### src/rtl/sad_pkg.sv
// Shared constants, FSM encoding and helpers for the SAD FIFO pixel reader.
package sad_pkg;

    localparam int unsigned PIX_W            = 8;
    localparam int unsigned PIX_PER_WORD_DEF = 4;
    localparam int unsigned BLOCK_PIX_DEF    = 256;

    typedef logic [1:0] state_t;

    localparam state_t ST_IDLE  = 2'd0;
    localparam state_t ST_FETCH = 2'd1;
    localparam state_t ST_DRAIN = 2'd2;

    function automatic int unsigned word_count(input int unsigned block_pix,
                                               input int unsigned ppw);
        return block_pix / ppw;
    endfunction

endpackage

### src/rtl/sad_fifo_pixel_reader_if.sv
// FIFO read port and packed-word stream between the pixel reader and its neighbours.
interface sad_fifo_pixel_reader_if #(
    parameter int unsigned PIX_W        = 8,
    parameter int unsigned PIX_PER_WORD = 4
);

    logic                          fifo_rd;
    logic                          fifo_empty;
    logic [PIX_W-1:0]              fifo_data;
    logic [PIX_W*PIX_PER_WORD-1:0] word_data;
    logic                          word_valid;
    logic                          word_ready;
    logic                          word_last;

    modport master (
        output fifo_rd,
        input  fifo_empty,
        input  fifo_data,
        output word_data,
        output word_valid,
        output word_last,
        input  word_ready
    );

    modport slave (
        input  fifo_rd,
        output fifo_empty,
        output fifo_data,
        input  word_data,
        input  word_valid,
        input  word_last,
        output word_ready
    );

endinterface

### src/rtl/sad_pixel_packer.sv
// Little-endian byte packer with a one-entry skid and a registered valid/ready output.
module sad_pixel_packer
    import sad_pkg::*;
#(
    parameter int unsigned PIX_PER_WORD = 4
) (
    input  logic                          clk,
    input  logic                          rst,
    input  logic                          clear,
    input  logic                          in_valid,
    input  logic [PIX_W-1:0]              in_data,
    input  logic                          in_last,
    output logic                          byte_accept,
    output logic                          stall,
    output logic                          skid_full,
    output logic [PIX_W*PIX_PER_WORD-1:0] out_data,
    output logic                          out_valid,
    input  logic                          out_ready,
    output logic                          out_last
);

    localparam int unsigned LANE_W = (PIX_PER_WORD > 1) ? $clog2(PIX_PER_WORD) : 1;

    logic [LANE_W-1:0]                   lane_q, lane_d;
    logic [PIX_PER_WORD-1:0][PIX_W-1:0]  pack_q, pack_d;
    logic                                pack_full_q, pack_full_d;
    logic                                pack_last_q, pack_last_d;
    logic                                skid_valid_q, skid_valid_d;
    logic [PIX_W-1:0]                    skid_q, skid_d;
    logic [PIX_PER_WORD-1:0][PIX_W-1:0]  out_q, out_d;
    logic                                out_valid_q, out_valid_d;
    logic                                out_last_q, out_last_d;

    logic             out_free;
    logic             src_valid;
    logic [PIX_W-1:0] src_data;
    logic             lane_end;

    assign out_free  = !out_valid_q || out_ready;
    assign src_valid = skid_valid_q || in_valid;
    // A parked skid byte is always older than anything arriving from the FIFO.
    assign src_data  = skid_valid_q ? skid_q : in_data;
    assign lane_end  = (lane_q == LANE_W'(PIX_PER_WORD - 1));

    assign stall     = pack_full_q && !out_free;
    assign skid_full = skid_valid_q;
    assign out_data  = out_q;
    assign out_valid = out_valid_q;
    assign out_last  = out_last_q;

    always_comb begin
        lane_d       = lane_q;
        pack_d       = pack_q;
        pack_full_d  = pack_full_q;
        pack_last_d  = pack_last_q;
        skid_valid_d = skid_valid_q;
        skid_d       = skid_q;
        out_d        = out_q;
        out_valid_d  = out_valid_q;
        out_last_d   = out_last_q;
        byte_accept  = 1'b0;

        if (out_valid_q && out_ready) begin
            out_valid_d = 1'b0;
        end

        if (pack_full_q) begin
            if (out_free) begin
                out_d        = pack_q;
                out_valid_d  = 1'b1;
                out_last_d   = pack_last_q;
                pack_full_d  = 1'b0;
                if (src_valid) begin
                    pack_d[lane_q] = src_data;
                    lane_d         = lane_q + LANE_W'(1);
                    byte_accept    = 1'b1;
                    skid_valid_d   = 1'b0;
                end
            end else if (in_valid) begin
                skid_valid_d = 1'b1;
                skid_d       = in_data;
            end
        end else if (src_valid) begin
            byte_accept    = 1'b1;
            skid_valid_d   = 1'b0;
            pack_d[lane_q] = src_data;
            if (lane_end) begin
                lane_d = '0;
                // Bypass straight into the output register so a word appears one cycle
                // after its final byte when the output is free.
                if (out_free) begin
                    out_d       = pack_d;
                    out_valid_d = 1'b1;
                    out_last_d  = in_last;
                end else begin
                    pack_full_d = 1'b1;
                    pack_last_d = in_last;
                end
            end else begin
                lane_d = lane_q + LANE_W'(1);
            end
        end
    end

    always_ff @(posedge clk) begin
        if (rst) begin
            lane_q       <= '0;
            pack_q       <= '0;
            pack_full_q  <= 1'b0;
            pack_last_q  <= 1'b0;
            skid_valid_q <= 1'b0;
            skid_q       <= '0;
            out_q        <= '0;
            out_valid_q  <= 1'b0;
            out_last_q   <= 1'b0;
        end else if (clear) begin
            lane_q       <= '0;
            pack_full_q  <= 1'b0;
            pack_last_q  <= 1'b0;
            skid_valid_q <= 1'b0;
            out_valid_q  <= 1'b0;
            out_last_q   <= 1'b0;
        end else begin
            lane_q       <= lane_d;
            pack_q       <= pack_d;
            pack_full_q  <= pack_full_d;
            pack_last_q  <= pack_last_d;
            skid_valid_q <= skid_valid_d;
            skid_q       <= skid_d;
            out_q        <= out_d;
            out_valid_q  <= out_valid_d;
            out_last_q   <= out_last_d;
        end
    end

endmodule

### src/rtl/sad_fifo_pixel_reader.sv
// Drains one block of pixels from the synchronous FIFO and streams packed words to the SAD engine.
module sad_fifo_pixel_reader
    import sad_pkg::*;
#(
    parameter int unsigned PIX_PER_WORD = PIX_PER_WORD_DEF,
    parameter int unsigned BLOCK_PIX    = BLOCK_PIX_DEF,
    parameter int unsigned CNT_W        = 9
) (
    input  logic                     clk,
    input  logic                     rst,
    input  logic                     start,
    sad_fifo_pixel_reader_if.master  bus,
    output logic                     busy,
    output logic                     done,
    output logic [CNT_W-1:0]         pix_count
);

    localparam int unsigned NUM_WORDS = word_count(BLOCK_PIX, PIX_PER_WORD);

    state_t           state_q, state_d;
    logic [CNT_W-1:0] issued_q;
    logic [CNT_W-1:0] pix_q;
    logic [CNT_W-1:0] words_q;
    logic             inflight_q;
    logic             done_q;

    logic clear;
    logic stall;
    logic skid_full;
    logic byte_accept;
    logic word_hs;
    logic in_last;

    assign clear   = (state_q == ST_IDLE) && start;
    assign word_hs = bus.word_valid && bus.word_ready;
    assign in_last = (pix_q == CNT_W'(BLOCK_PIX - 1));

    // Only one byte may ever be in flight beyond what the packer and skid can absorb.
    assign bus.fifo_rd = (state_q == ST_FETCH) && !bus.fifo_empty &&
                         (issued_q < CNT_W'(BLOCK_PIX)) && !skid_full && !stall;

    always_comb begin
        state_d = state_q;
        case (state_q)
            ST_IDLE:  if (start) state_d = ST_FETCH;
            ST_FETCH: if (issued_q == CNT_W'(BLOCK_PIX)) state_d = ST_DRAIN;
            ST_DRAIN: if (word_hs && (words_q == CNT_W'(NUM_WORDS - 1))) state_d = ST_IDLE;
            default:  state_d = ST_IDLE;
        endcase
    end

    always_ff @(posedge clk) begin
        if (rst) begin
            state_q    <= ST_IDLE;
            issued_q   <= '0;
            pix_q      <= '0;
            words_q    <= '0;
            inflight_q <= 1'b0;
            done_q     <= 1'b0;
        end else begin
            state_q    <= state_d;
            inflight_q <= bus.fifo_rd;
            done_q     <= (state_q == ST_DRAIN) && (state_d == ST_IDLE);
            if (clear) begin
                issued_q <= '0;
                pix_q    <= '0;
                words_q  <= '0;
            end else begin
                if (bus.fifo_rd) issued_q <= issued_q + CNT_W'(1);
                if (byte_accept) pix_q    <= pix_q + CNT_W'(1);
                if (word_hs)     words_q  <= words_q + CNT_W'(1);
            end
        end
    end

    assign busy      = (state_q != ST_IDLE);
    assign done      = done_q;
    assign pix_count = pix_q;

    sad_pixel_packer #(
        .PIX_PER_WORD (PIX_PER_WORD)
    ) u_packer (
        .clk         (clk),
        .rst         (rst),
        .clear       (clear),
        .in_valid    (inflight_q),
        .in_data     (bus.fifo_data),
        .in_last     (in_last),
        .byte_accept (byte_accept),
        .stall       (stall),
        .skid_full   (skid_full),
        .out_data    (bus.word_data),
        .out_valid   (bus.word_valid),
        .out_ready   (bus.word_ready),
        .out_last    (bus.word_last)
    );

endmodule

### src/flat_wrapper.sv
// flat-port wrapper written by rule: the top's interface ports become plain ports
module sad_fifo_pixel_reader_flat import sad_pkg::*;
#(
    parameter int unsigned PIX_PER_WORD = PIX_PER_WORD_DEF,
    parameter int unsigned BLOCK_PIX    = BLOCK_PIX_DEF,
    parameter int unsigned CNT_W        = 9
)
  (clk, rst, start, busy, done, pix_count, bus_fifo_rd, bus_fifo_empty, bus_fifo_data, bus_word_data, bus_word_valid, bus_word_last, bus_word_ready);
  sad_fifo_pixel_reader_if #(.PIX_W(PIX_W), .PIX_PER_WORD(PIX_PER_WORD)) bus_i ();
  input  logic clk;
  input  logic rst;
  input  logic start;
  output logic busy;
  output logic done;
  output logic [CNT_W-1:0] pix_count;
  output wire logic [$bits(bus_i.fifo_rd)-1:0] bus_fifo_rd;
  input wire logic [$bits(bus_i.fifo_empty)-1:0] bus_fifo_empty;
  input wire logic [$bits(bus_i.fifo_data)-1:0] bus_fifo_data;
  output wire logic [$bits(bus_i.word_data)-1:0] bus_word_data;
  output wire logic [$bits(bus_i.word_valid)-1:0] bus_word_valid;
  output wire logic [$bits(bus_i.word_last)-1:0] bus_word_last;
  input wire logic [$bits(bus_i.word_ready)-1:0] bus_word_ready;
  assign bus_fifo_rd = bus_i.fifo_rd;
  assign bus_i.fifo_empty = bus_fifo_empty;
  assign bus_i.fifo_data = bus_fifo_data;
  assign bus_word_data = bus_i.word_data;
  assign bus_word_valid = bus_i.word_valid;
  assign bus_word_last = bus_i.word_last;
  assign bus_i.word_ready = bus_word_ready;
  sad_fifo_pixel_reader #(.PIX_PER_WORD(PIX_PER_WORD), .BLOCK_PIX(BLOCK_PIX), .CNT_W(CNT_W)) u_core (.clk(clk), .rst(rst), .start(start), .bus(bus_i), .busy(busy), .done(done), .pix_count(pix_count));
endmodule
### config.mk
export PLATFORM = sky130hd
export DESIGN_NAME = sad_fifo_pixel_reader_flat
export DESIGN_NICKNAME = d
export VERILOG_FILES = /design/src/rtl/sad_pkg.sv /design/src/rtl/sad_fifo_pixel_reader_if.sv /design/src/rtl/sad_pixel_packer.sv /design/src/rtl/sad_fifo_pixel_reader.sv /design/src/flat_wrapper.sv
export SDC_FILE = /design/constraint.sdc
export NUM_CORES = 1
export LEC_CHECK = 0
export CAP_MARGIN = 20
export CORE_MARGIN = 3
export CORE_UTILIZATION = 35
export CTS_CLUSTER_DIAMETER = 60
export CTS_CLUSTER_SIZE = 14
export DETAILED_ROUTE_END_ITERATION = 8
export SLEW_MARGIN = 15
export SYNTH_ARGS = -nofsm -noshare
export SYNTH_HDL_FRONTEND = slang
export SYNTH_SLANG_ARGS = --single-unit
### constraint.sdc
create_clock -name clk -period 3.9 [get_ports clk]
set_clock_uncertainty 0.05 [all_clocks]
set_input_delay 0.585 -clock clk [delete_from_list [all_inputs] [get_ports clk]]
set_output_delay 0.585 -clock clk [all_outputs]
set_load 0.02 [all_outputs]
==> impl_metrics.ini, run 1 <==
[finish]
fillerInstances = 1267
area_growth_pct = 22.5
final_nets = 630
multi_input_area_sq_um = 2370
register_area_sq_um = 2200
diodes = 0
fin_area_sq_um = 5780
drive_gt1_frac = 0.0636

[clock_network]
clk_latency_ns = 0.35
clkTransAtPathRegs_ns = 0.07
clockBufferDepth = 2
cts_buffers = 9
clock_sinks = 110
cts_tree = done
cts_resized = 0
htreeDepth = 3
root_buffer = clkbuf_16
cts_hold_buf = 0
post-cts-setup-buffers = 0

[run]
drv_cap = 0

[power_and_ir_drop]
power.density_nw_per_um2 = 383
cellLeakagePower_nw = 1.95
p_sw_frac = 0.216
clkPwrFrac = 0.444
comb_power_share = 0.045
sequentialPowerShare = 0.511
vdd_ir_drop_max_mv = 0.237
intPower_mw = 1.74
switching_power_mw = 0.478

[setup_path]
cp_max_fo = 7
worst_ep_arrival_time_ns = 2.72
crit_path_end_kind = primary output
crit_required_ns = 3.26
crit_type = input port to primary output
start_kind = input port

[worst_hold_path]
hold_class = flop to flop

[sta]
relSlewSlack = 0.460
fin_setup_tns_ns = 0
final_hold_viol_count = 0
finalCriticalPeriod_ns = 3.36
fmax_mhz = 298
drv_slew = 0
tightest_slew_ns = 0.810
rsz0062_at_grt = no
fin_crit_sh = 0.861
finalSetupViolCount = 0

[synth]
synth.area.top_cells = dfxtp_1 47%, nor2_1 8.2%, o211ai_1 5.2%, nand2b_1 4.9%, a21oi_1 4.8%
synth_nets = 586
avgSynthCellArea_sq_um = 8.37
synthCells = 564
ys_seq_area_frac = 0.466
synth_flop_cell = dfxtp_1
synth.top_cells.by_count = 110 x dfxtp_1, 103 x nor2_1, 47 x nand2_1
yosys.area.top_type = dfxtp_1
async_flop_share = 0
netlist.area_leader.share = 0.466
ys_ff_latch = 110
yosysMostFrequentCell = dfxtp_1
netlist_area_sq_um = 4720
synth-warning-count = 0
synth_edf_count = 0
synth_cell_types = 38

[detailed_routing]
antenna_left = 0
wl_um = 10800
vias = 3925
wire_per_inst_um = 13.8
drt-pass1-iter-count = 5
drt_first_iter_violations = 201
drc = 0
via_per_inst = 5.00

[global_routing]
top_usage_layer = met2
antenna_found_initial = 0
grt_pass1_wl_um = 18000
gr-usage-met3 = 0.0362
use_met2 = 0.251
grt_use_total = 0.152
overflow = 0
first_global_vias = 3672
grt_max_degree = 80
grt_util_met1 = 0.196

[die]
die_w_um = 122
io-pin-count = 59
start_util = 0.367
num_rows = 41
core_area_sq_um = 12900
dieArea_sq_um = 14900
die-height_um = 122

[place]
placed_cell_area_sq_um = 5430
port_buffers = 58
gp_congestion = 0.781
dpl.hpwl_um = 7310

[status]
status = completed
-- per-layer routing --
| layer | wire length (um) | up-vias |
|---|---|---|
| met5 | 0 | - |
| met4 | 143 | 0 |
| met3 | 472 | 9 |
| met2 | 5050 | 66 |
| met1 | 5180 | 1817 |
| li1 | - | 2033 |
-- stage by stage --
step	cells	util	hold slack [ns]	power (mW)	setup WS [ns]
5_1_grt	785	0.449	0.420	2.29	0.408
3_5_place_dp	766	0.422	0.395	1.26	0.554
6_report	785	0.449	0.401	2.22	0.541
3_3_place_gp	766	0.422	0.389	1.26	0.561
4_1_cts	782	0.447	0.406	2.25	0.536
2_1_floorplan	564	-	0.399	1.22	1.58
-- cells in the final DEF, fill, tap and decap left out, types with 2 or more instances in the layout --
cell               n
dfxtp_1          110
nor2_1           103
clkdlybuf4s50_1   57
nand2_1           47
a21oi_1           45
nand2b_1          37
nor3_1            35
o211ai_1          33
mux2i_1           13
nand3_1           12
nand4_1            9
xnor2_1            9
ha_1               9
clkbuf_16          9
inv_1              8
mux2_2             8
nor4_1             8
buf_4              8
xor2_1             7
and4_1             6
or3_1              5
nor2b_1            4
clkbuf_8           4
o21ai_0            3
or2_2              2
a211oi_1           2
or4_1              2
-- registers in the layout (all words and copies together), names as in the netlist --
name                         cells
u_core.words_q                   9
u_core.u_packer.skid_q           8
u_core.u_packer.out_data        32
u_core.u_packer.pack_full_q      1
u_core.u_packer.lane_q           2
u_core.inflight_q                1
u_core.pix_count                 9
u_core.u_packer.skid_full        1
u_core.u_packer.out_last         1
u_core.u_packer.pack_q          32
u_core.u_packer.pack_last_q      1
u_core.state_q                   2
u_core.u_packer.out_valid        1
u_core.issued_q                  9
u_core.done                      1
-- area by class of cell --
cell class / instances / area share
Clock inverter: 3 / 0.00844
Inverter: 8 / 0.00519
Multi-Input combinational cell: 413 / 0.410
Timing Repair Buffer: 66 / 0.110
Clock buffer: 13 / 0.0485
Tap cell: 172 / 0.0372
Sequential cell: 110 / 0.381
-- final timing paths --
kind              depth (start not counted)                      endpoint                          from  slack, ns
setup / recovery                          5                   bus_fifo_rd                bus_fifo_empty       0.54
hold / removal                            2  u_core.u_packer.out_data[18]  u_core.u_packer.out_data[18]       0.40
setup reg to reg                          4            u_core.issued_q[5]     u_core.u_packer.skid_full       1.59
hold reg to reg                           2  u_core.u_packer.out_data[18]  u_core.u_packer.out_data[18]       0.40
-- critical path, stage by stage --
cell,delay [ns]
clkdlybuf4s50_1,0.44
or4b_1,0.51
or3_1,0.42
inv_1,0.14
clkdlybuf4s50_1,0.62
-- power groups by stage --
stage | registers [mW] | logic [mW] | clock network (mW)
6_report | 1.13 | 0.0987 | 0.985
5_1_grt | 1.13 | 0.109 | 1.05
3_3_place_gp | 1.16 | 0.0966 | 0
4_1_cts | 1.13 | 0.0989 | 1.02
3_5_place_dp | 1.16 | 0.0984 | 0
2_1_floorplan | 1.16 | 0.0621 | 0
-- kinds of logic (layout without fill, tap and decap cells) --
kind of cell             after synthesis  after routing  synth area share
AND/OR/NAND/NOR                      279            279             0.285
AO/OA/AOI/OAI                         88             88             0.115
buffers and inverters                 41             90            0.0329
flip-flops                           110            110             0.466
XOR/XNOR                              16             16            0.0297
multiplexers                          21             21            0.0466
adder cells (fa/ha/maj)                9              9            0.0239
Power figures use the tool's default switching activity.
==> inputs of run 2 (changes only) <==
--- a/config.mk
+++ b/config.mk
@@ -11,6 +11,7 @@
 export CTS_CLUSTER_DIAMETER = 60
 export CTS_CLUSTER_SIZE = 14
 export DETAILED_ROUTE_END_ITERATION = 8
+export PLACE_DENSITY_LB_ADDON = 0.25
 export SLEW_MARGIN = 15
 export SYNTH_ARGS = -nofsm -noshare
 export SYNTH_HDL_FRONTEND = slang
==> run 2 against run 1 <==
Routed wire length down 0.10%; hold slack worse by 0.0016 ns; first-iteration DRC count up 27%; largest power group unchanged; flip-flop and latch count unchanged; power down 3.7%; via count up 0.41%; setup slack better by 0.017 ns; sequential power about the same; highest routed layer unchanged; non-clock buffer count unchanged; final cell count unchanged; clock power down 8.2%; core utilization down 0.30 points; critical endpoint unchanged.
==> impl_metrics.ini, run 2 (synthesis gave the netlist of run 1 again) <==
[status]
status = completed

[sta]
rsz0062_at_grt = no
whs_ns = 0.399
finalSetupViolCount = 0
fmax_mhz = 299
final_hold_viol_count = 0
relSlewSlack = 0.309
tightest_slew_ns = 1.03
fin_crit_sh = 0.857
finalCriticalPeriod_ns = 3.34
fin_setup_tns_ns = 0
drv_slew = 0

[detailed_routing]
antenna_left = 0
wl_um = 10800
drc = 0
drt_first_iter_violations = 255
wire_per_inst_um = 13.8
vias = 3941
via_per_inst = 5.02
drt-pass1-iter-count = 5

[global_routing]
grt_max_degree = 80
grt_pass1_wl_um = 18000
first_global_vias = 3656
grt_use_total = 0.152
antenna_found_initial = 0
overflow = 0

[clock_network]
cts_buffers = 9
cts_hold_buf = 0
root_buffer = clkbuf_16
clkTransAtPathRegs_ns = 0.07
clockBufferDepth = 2
clk_latency_ns = 0.35
htreeDepth = 3
cts_tree = done
clock_sinks = 110
cts_resized = 0
post-cts-setup-buffers = 0

[power_and_ir_drop]
p_sw_frac = 0.220
intPower_mw = 1.67
clkPwrFrac = 0.423
total_power_mw = 2.14
power.density_nw_per_um2 = 372
vdd_ir_drop_max_mv = 0.185
cellLeakagePower_nw = 1.93
sequentialPowerShare = 0.530
switching_power_mw = 0.470
comb_power_share = 0.046

[setup_path]
start_kind = input port
crit_type = input port to primary output
crit_required_ns = 3.26
worst_ep_arrival_time_ns = 2.71
crit_path_end_kind = primary output
cp_max_fo = 7

[finish]
final_cell_mix = 110 x dfxtp_1, 103 x nor2_1, 57 x clkdlybuf4s50_1
final_nets = 630
drive_gt1_frac = 0.0587
area_growth_pct = 21.7
fin_area_sq_um = 5740
final_common_cell = dfxtp_1
diodes = 0

[place]
dpl.hpwl_um = 7410
port_buffers = 58
gp_congestion = 0.776
placed_cell_area_sq_um = 5430

[die]
die-height_um = 122
core_area_sq_um = 12900
die_w_um = 122
dieArea_sq_um = 14900
num_rows = 41
start_util = 0.367
io-pin-count = 59

[worst_hold_path]
hold_class = flop to flop

[run]
drv_cap = 0
## run 2: cell type report
cell class / count / area [sq um]
sequential: 110 / 2200
clock inverter: 5 / 60.1
timing repair buffer: 66 / 636
tap: 172 / 215
clock buffer: 11 / 233
inverter: 8 / 30.0
fill: 1262 / 7130
multi-input combinational: 413 / 2370
## run 2: worst max-delay path: stages
cell	delay (ns)
clkdlybuf4s50_1	0.44
or4b_1	0.51
or3_1	0.42
inv_1	0.14
clkdlybuf4s50_1	0.61
## run 2: routing by layer
| metal | part of all wire | wire length (um) | GRT usage |
|---|---|---|---|
| met4 | 0.016 | 173 | 0.0574 |
| met1 | 0.44 | 4810 | 0.198 |
| met2 | 0.48 | 5190 | 0.249 |
| met5 | 0 | 0 | 0 |
| met3 | 0.062 | 669 | 0.0330 |
## run 2: path summary, 6_finish.rpt
| kind | cells past startpoint | slack, ns | endpoint | from |
|---|---|---|---|---|
| max | 5 | 0.56 | bus_fifo_rd | bus_fifo_empty |
| min reg2reg | 2 | 0.40 | u_core.u_packer.out_data[11] | u_core.u_packer.out_data[11] |
| max reg2reg | 4 | 1.60 | u_core.issued_q[5] | u_core.u_packer.skid_full |
| min | 2 | 0.40 | u_core.u_packer.out_data[11] | u_core.u_packer.out_data[11] |
## run 2: power groups by stage
stage,sequential (mW),combinational [mW],clock [mW]
finish,1.13,0.0992,0.904
global placement,1.16,0.0962,0
floorplan,1.16,0.0621,0
global route,1.13,0.109,0.984
detailed placement,1.16,0.0982,0
CTS,1.13,0.0985,0.936
## run 2: stage by stage
step	setup WS, ns	utilization	instances
2_1_floorplan	1.58	-	564
3_3_place_gp	0.577	0.422	766
3_5_place_dp	0.571	0.422	766
4_1_cts	0.555	0.444	782
5_1_grt	0.479	0.446	785
6_report	0.559	0.446	785
==> inputs of run 3 (changes only) <==
--- a/config.mk
+++ b/config.mk
@@ -12,7 +12,7 @@
 export CTS_CLUSTER_SIZE = 14
 export DETAILED_ROUTE_END_ITERATION = 8
 export PLACE_DENSITY_LB_ADDON = 0.25
-export SLEW_MARGIN = 15
+export SLEW_MARGIN = 20
 export SYNTH_ARGS = -nofsm -noshare
 export SYNTH_HDL_FRONTEND = slang
 export SYNTH_SLANG_ARGS = --single-unit
==> run 3 against run 2 <==
Core utilization shrank 0.12 points; sequential power about the same; flip-flop and latch count did not move; die area is the same; setup slack gained 0.00089 ns; critical endpoint unchanged; register-to-register slack barely moved; critical path depth unchanged; largest power group unchanged; combinational power shrank 0.5%; routed wire length increased by 0.53%; critical path type unchanged; global-route usage did not move; sequential share of layout area grew 0.10 points; clock power barely moved.
==> impl_metrics.ini, run 3 (synthesis gave the netlist of run 1 again) <==
[status]
status = completed

[global_routing]
antenna_found_initial = 0
overflow = 0
grt_pass1_wl_um = 18000
grt_max_degree = 80
first_global_vias = 3656
grt_use_total = 0.152

[detailed_routing]
antenna_left = 0
drc = 0
drt-pass1-iter-count = 5
via_per_inst = 5.05
drt_first_iter_violations = 270
vias = 3949
wire_per_inst_um = 13.9
wl_um = 10900

[die]
start_util = 0.367
die-height_um = 122
num_rows = 41
dieArea_sq_um = 14900
core_area_sq_um = 12900
io-pin-count = 59
die_w_um = 122

[place]
placed_cell_area_sq_um = 5430
gp_congestion = 0.776
port_buffers = 58
dpl.hpwl_um = 7410

[finish]
final_nets = 627
drive_gt1_frac = 0.0590
diodes = 0
fillerInstances = 1264
area_growth_pct = 21.4
register_area_sq_um = 2200
final_cell_mix = 110 x dfxtp_1, 103 x nor2_1, 57 x clkdlybuf4s50_1
fin_area_sq_um = 5730
multi_input_area_sq_um = 2380
final_common_cell = dfxtp_1

[clock_network]
cts_hold_buf = 0
cts_buffers = 9
clockBufferDepth = 2
clkTransAtPathRegs_ns = 0.07
clk_latency_ns = 0.35
post-cts-setup-buffers = 0
cts_tree = done
htreeDepth = 3
root_buffer = clkbuf_16
clock_sinks = 110
cts_resized = 0

[setup_path]
cp-startpoint = bus_fifo_empty
crit_required_ns = 3.26
cp_common_cell = clkdlybuf4s50_1
reg2reg_from = u_core.u_packer.skid_full
cp_max_fo = 7
start_kind = input port
crit_type = input port to primary output
path_cells = clkdlybuf4s50_1 > or4b_1 > or3_1 > inv_1 > clkdlybuf4s50_1
crit_path_end_kind = primary output
worst_ep_arrival_time_ns = 2.71
crit_buf_inv = 3
critPathMaxStageDelay_ns = 0.61
cp_top_family = buffers and inverters
slowest_stage = clkdlybuf4s50_1

[sta]
drv_slew = 0
finalSetupViolCount = 0
relSlewSlack = 0.329
finalCriticalPeriod_ns = 3.34
fin_setup_tns_ns = 0
fin_crit_sh = 0.857
fmax_mhz = 299
tightest_slew_ns = 1.00
rsz0062_at_grt = no
final_hold_viol_count = 0

[power_and_ir_drop]
sequentialPowerShare = 0.530
cellLeakagePower_nw = 1.92
intPower_mw = 1.67
switching_power_mw = 0.471
p_sw_frac = 0.221
clkPwrFrac = 0.423
comb_power_share = 0.046
power.density_nw_per_um2 = 373
vdd_ir_drop_max_mv = 0.186

[worst_hold_path]
min_from = u_core.u_packer.out_data[11]
hold_class = flop to flop

[run]
drv_cap = 0
## run 3: changes by cell type in the layout (fill, tap and decap cells not counted)
cell	previous run	this run
nor2b_1	5	2
nor2b_2	0	3
buf_4	8	5
## run 3: layout make-up
cell class,count,area share
clock buffer,11,0.0406
clock inverter,5,0.0105
inverter,8,0.00524
multi-input combinational,413,0.415
sequential,110,0.384
tap,172,0.0376
timing repair buffer,63,0.107
## run 3: path summary, 6_finish.rpt
check	slack, ns	end	cells past startpoint
worst max-delay path	0.56	bus_fifo_rd	5
worst min-delay path	0.40	u_core.u_packer.out_data[11]	2
worst max register to register	1.60	u_core.issued_q[5]	4
worst min register to register	0.40	u_core.u_packer.out_data[11]	2
## run 3: stage by stage
stage          worst slack (ns)  total power [mW]  hold slack [ns]  utilization  cells
3_3_place_gp              0.577              1.25            0.390        0.422    766
5_1_grt                   0.479              2.23            0.418        0.445    782
2_1_floorplan              1.58              1.22            0.399            -    564
4_1_cts                   0.555              2.17            0.403        0.444    782
3_5_place_dp              0.571              1.26            0.393        0.422    766
6_report                  0.559              2.14            0.399        0.445    782
## run 3: metal layers
| metal | part of all wire | wire [um] | global-route usage | up-vias |
|---|---|---|---|---|
| li1 | - | - | - | 2022 |
| met2 | 0.48 | 5210 | 0.249 | 90 |
| met4 | 0.016 | 172 | 0.0574 | 0 |
| met3 | 0.052 | 570 | 0.0330 | 13 |
| met5 | 0 | 0 | 0 | - |
| met1 | 0.45 | 4950 | 0.198 | 1824 |
## run 3: worst register-to-register path, cell delays in order, from the launching register on
cell and delay [ns]:
dfxtp_1 0.46, or4b_1 0.61, or3_1 0.42, or4_1 0.53, a21oi_1 0.16
## run 3: power groups by stage
| stage | sequential, mW | clock (mW) | combinational, mW |
|---|---|---|---|
| 3_5_place_dp | 1.16 | 0 | 0.0982 |
| 5_1_grt | 1.13 | 0.984 | 0.109 |
| 3_3_place_gp | 1.16 | 0 | 0.0962 |
| 4_1_cts | 1.13 | 0.936 | 0.0985 |
| 6_report | 1.13 | 0.905 | 0.0987 |
| 2_1_floorplan | 1.16 | 0 | 0.0621 |
==> RTL change 1 (flow settings as in run 1) <==
Set the package constant `PIX_PER_WORD_DEF` to 2 (it was 4).
--- a/src/rtl/sad_pkg.sv
+++ b/src/rtl/sad_pkg.sv
@@ -3,5 +3,5 @@
 
     localparam int unsigned PIX_W            = 8;
-    localparam int unsigned PIX_PER_WORD_DEF = 4;
+    localparam int unsigned PIX_PER_WORD_DEF = 2;
     localparam int unsigned BLOCK_PIX_DEF    = 256;
 
Ports: changed (resized bus_word_data); port bits go from 59 to 43. The function was not compared with the original's and may differ.
==> RTL change 1 against run 1 <==
Sequential cell count decreased by 33. Power decreased by 36%. Final area decreased by 30%. Via count decreased by 31%. Largest cell class unchanged. Routed wire length decreased by 34%. Synthesized area decreased by 30%. Largest power group unchanged. Setup slack improved by 0.069 ns. Non-clock buffer count decreased by 17.
==> RTL change 1: results (changes against run 1) <==
WHS - 0.403 ns (was 0.401 ns)
Yosys cell types - 37 (was 38)
Synth area leaders - dfxtp_1, nor2_1, mux2i_1 (was dfxtp_1, nor2_1, o211ai_1)
Post-Synth XOR/XNOR Area - 0.0501 (was 0.0297)
Drt pass-1 iters - 6 (was 5)
Sequential area share after synthesis - 0.464 (was 0.466)
Final wirelength - 7120 µm (was 10800 µm)
Share of cells above drive strength 1 - 0.0748 (was 0.0636)
Met3 routed WL - 311 µm (was 472 µm)
Dpl hpwl - 4880 µm (was 7310 µm)
Worst-path fanout max - 11 (was 7)
Largest net degree at the start of global routing - 45 (was 80)
First-pass GRT wire length - 12000 µm (was 18000 µm)
Via Count - 2689 (was 3925)
RR Endpoint - u_core.issued_q[7] (was u_core.issued_q[5])
Crit path DAT - 2.65 ns (was 2.72 ns)
Crit start category - register (was input port)
P&R area growth vs syn - 21.2% (was 22.5%)
Syn nets - 405 (was 586)
Leak - 1.22 nW (was 1.95 nW)
Reg2Reg Setup Slack - 1.62 ns (was 1.59 ns)
Post-synthesis compound-gate area fraction - 0.142 (was 0.115)
CP delay by family, top - simple AND/OR/NAND/NOR gates (was buffers and inverters)
CTS Root Cell - clkbuf_8 (was clkbuf_16)
Hold wc startpoint - u_core.u_packer.out_data[12] (was u_core.u_packer.out_data[18])
Mux share of post-synthesis cell area - 0.0576 (was 0.0466)
WHS Endpoint - u_core.u_packer.out_data[12] (was u_core.u_packer.out_data[18])
Status - finished clean (unchanged)
Routed length on met1 - 3370 µm (was 5180 µm)
FILL cells - 896 (was 1267)
Initial DRC count - 87 (was 201)
Most frequent cells after synthesis - dfxtp_1, nor2_1, nand2_1 (unchanged)
Global Route Usage Sum - 0.143 (was 0.152)
DR WL met2 - 3330 µm (was 5050 µm)
Switching pwr - 343 µW (was 478 µW)
DP Area - 3840 µm² (was 5430 µm²)
Number of I/O port buffers - 42 (was 58)
Skew-Pair Late Insertion Delay - 0.35 ns (about the same)
Layout Nets - 441 (was 630)
Synth Area in Adders - 0.0188 (was 0.0239)
==> RTL change 1: layout make-up <==
type	instances	share of cell area
multi-input combinational	273	0.405
clock inverter	5	0.00839
sequential	77	0.383
timing repair buffer	49	0.117
tap	126	0.0391
inverter	13	0.0121
clock buffer	11	0.0351
==> RTL change 1: how the worst max path moves through the flow <==
stage | end | slack (ns)
CTS | bus_fifo_rd | 0.58
detailed placement | bus_fifo_rd | 0.72
floorplan | bus_fifo_rd | 1.69
global route | bus_fifo_rd | 0.49
global placement | bus_fifo_rd | 0.72
finish | bus_fifo_rd | 0.61
==> RTL change 1: kinds of logic (layout without fill, tap and decap cells) <==
logic type               after synthesis  in the layout
adder cells (fa/ha/maj)                5              5
XOR/XNOR                              19             19
multiplexers                          19             19
AO/OA/AOI/OAI                         77             77
flip-flops                            77             77
AND/OR/NAND/NOR                      153            153
buffers and inverters                 37             78
==> RTL change 1: worst reg2reg max path, stage by stage (launching register included) <==
cell and delay [ns]:
dfxtp_1 0.48, or4b_4 0.61, or3_1 0.45, nor3_1 0.24, mux2_2 0.35
==> RTL change 1: power by group through the flow <==
stage | clock network, mW | registers, mW | logic [mW]
2_1_floorplan | 0 | 0.815 | 0.0458
3_3_place_gp | 0 | 0.816 | 0.0766
3_5_place_dp | 0 | 0.816 | 0.0765
4_1_cts | 0.562 | 0.797 | 0.0769
5_1_grt | 0.586 | 0.799 | 0.0851
6_report | 0.541 | 0.798 | 0.0757
==> RTL change 1: stage by stage <==
step / instances / worst slack (ns)
finish: 554 / 0.610
global route: 554 / 0.487
global placement: 537 / 0.725
CTS: 553 / 0.585
floorplan: 387 / 1.69
detailed placement: 537 / 0.715
==> RTL change 1: routing by layer <==
layer	vias to the layer above	GRT usage
met1	1220	0.182
met4	0	0.0438
met5	-	0
li1	1405	-
met2	54	0.233
met3	10	0.0416
==> RTL change 2 (flow settings as in run 1) <==
Made on the original files. Put one more register stage on the output `pix_count`, cleared by the reset. The value now appears one clock later. The other outputs are not delayed to match.
--- a/src/rtl/sad_fifo_pixel_reader.sv
+++ b/src/rtl/sad_fifo_pixel_reader.sv
@@ -76,5 +76,11 @@
     assign busy      = (state_q != ST_IDLE);
     assign done      = done_q;
-    assign pix_count = pix_q;
+    always_ff @(posedge clk) begin
+        if (rst) begin
+            pix_count <= '0;
+        end else begin
+            pix_count <= pix_q;
+        end
+    end
 
     sad_pixel_packer #(
Formal check against the unedited RTL: not equivalent (Yosys sat finds a counterexample within 4 cycles, from zero or initial values and one cycle with rst high).
==> RTL change 2 against run 1 <==
Maximum frequency shrank 1.7%. Power grew 27%. Combinational power is essentially flat. Synthesized area grew 5.0%. Highest routed layer unchanged. Final area grew 7.7%. Setup slack lost 0.060 ns. Critical path depth is the same. Sequential cell count grew 9. Non-clock buffer count shrank 4. Register-to-register slack lost 0.04 ns. Synthesized cell count grew 3.0%. Routed wire length grew 4.8%.
==> RTL change 2: results (changes against run 1) <==
Final-layout clock buffer total - 25 (was 13)
Via density - 4.99 (was 5.00)
WHS - 0.398 ns (was 0.401 ns)
# H-tree levels - 4 (was 3)
Routed length on met1 - 5250 µm (was 5180 µm)
Post-synthesis compound-gate area fraction - 0.114 (was 0.115)
Most frequent cells after synthesis - dfxtp_1, nor2_1, a21oi_1 (was dfxtp_1, nor2_1, nand2_1)
Avg WL per Cell - 13.9 µm (was 13.8 µm)
Fraction of area in multi-input gates - 0.385 (was 0.410)
Status - finished clean (unchanged)
Comb_multi_in - 416 (was 413)
Sw frac - 0.210 (was 0.216)
Critical path launch point - bus_word_ready (was bus_fifo_empty)
First-pass GRT wire length - 19000 µm (was 18000 µm)
Non-clock buffers, area share - 0.0972 (was 0.110)
Setup WS pre-CTS - 0.505 ns (was 0.554 ns)
Largest net degree at the start of global routing - 86 (was 80)
Layout Nets - 649 (was 630)
GP Congestion - 0.805 (was 0.781)
Synth Area in Adders - 0.0227 (was 0.0239)
Yosys reg bits - 119 (was 110)
WHS Endpoint - u_core.u_packer.out_data[13] (was u_core.u_packer.out_data[18])
Dpl cells - 784 (was 766)
Mux share of post-synthesis cell area - 0.0424 (was 0.0466)
FILL cells - 1334 (was 1267)
DP Area - 5640 µm² (was 5430 µm²)
VDD IR max - 263 µV (was 237 µV)
Reg2Reg Setup Slack - 1.55 ns (was 1.59 ns)
Max Fclk - 293 MHz (was 298 MHz)
Syn nets - 603 (was 586)
Post-synthesis instance total - 581 (was 564)
Non-CTS inverters - 11 (was 8)
Met3 routed WL - 529 µm (was 472 µm)
Vias in the first global route - 3849 (was 3672)
Clk slew on worst S/H paths - 0.05 ns (was 0.07 ns)
Sequential area share after synthesis - 0.481 (was 0.466)
Drt pass-1 iters - 4 (was 5)
Skew-Pair Late Insertion Delay - 0.41 ns (was 0.35 ns)
Hold wc startpoint - u_core.u_packer.out_data[13] (was u_core.u_packer.out_data[18])
## RTL change 2: cell types whose count changed after synthesis, sizes merged, moves of 3 or more
cell | run 1 | this run
nor4 | 8 | 5
inv | 8 | 11
nand2 | 47 | 42
nor2b | 5 | 13
a21oi | 45 | 48
dfxtp | 110 | 119
## RTL change 2: worst max-delay path: cells and delay by family
kind / cells / cell delay (ns)
AND/OR/NAND/NOR: 2 / 0.87
buffers and inverters: 3 / 1.32
## RTL change 2: power by group through the flow
| stage | Combinational [mW] | Sequential [mW] | Clock, mW |
|---|---|---|---|
| 2_1_floorplan | 0.0625 | 1.25 | 0 |
| 3_3_place_gp | 0.0973 | 1.25 | 0 |
| 3_5_place_dp | 0.0990 | 1.25 | 0 |
| 4_1_cts | 0.0994 | 1.23 | 1.54 |
| 5_1_grt | 0.108 | 1.23 | 1.60 |
| 6_report | 0.0990 | 1.23 | 1.50 |
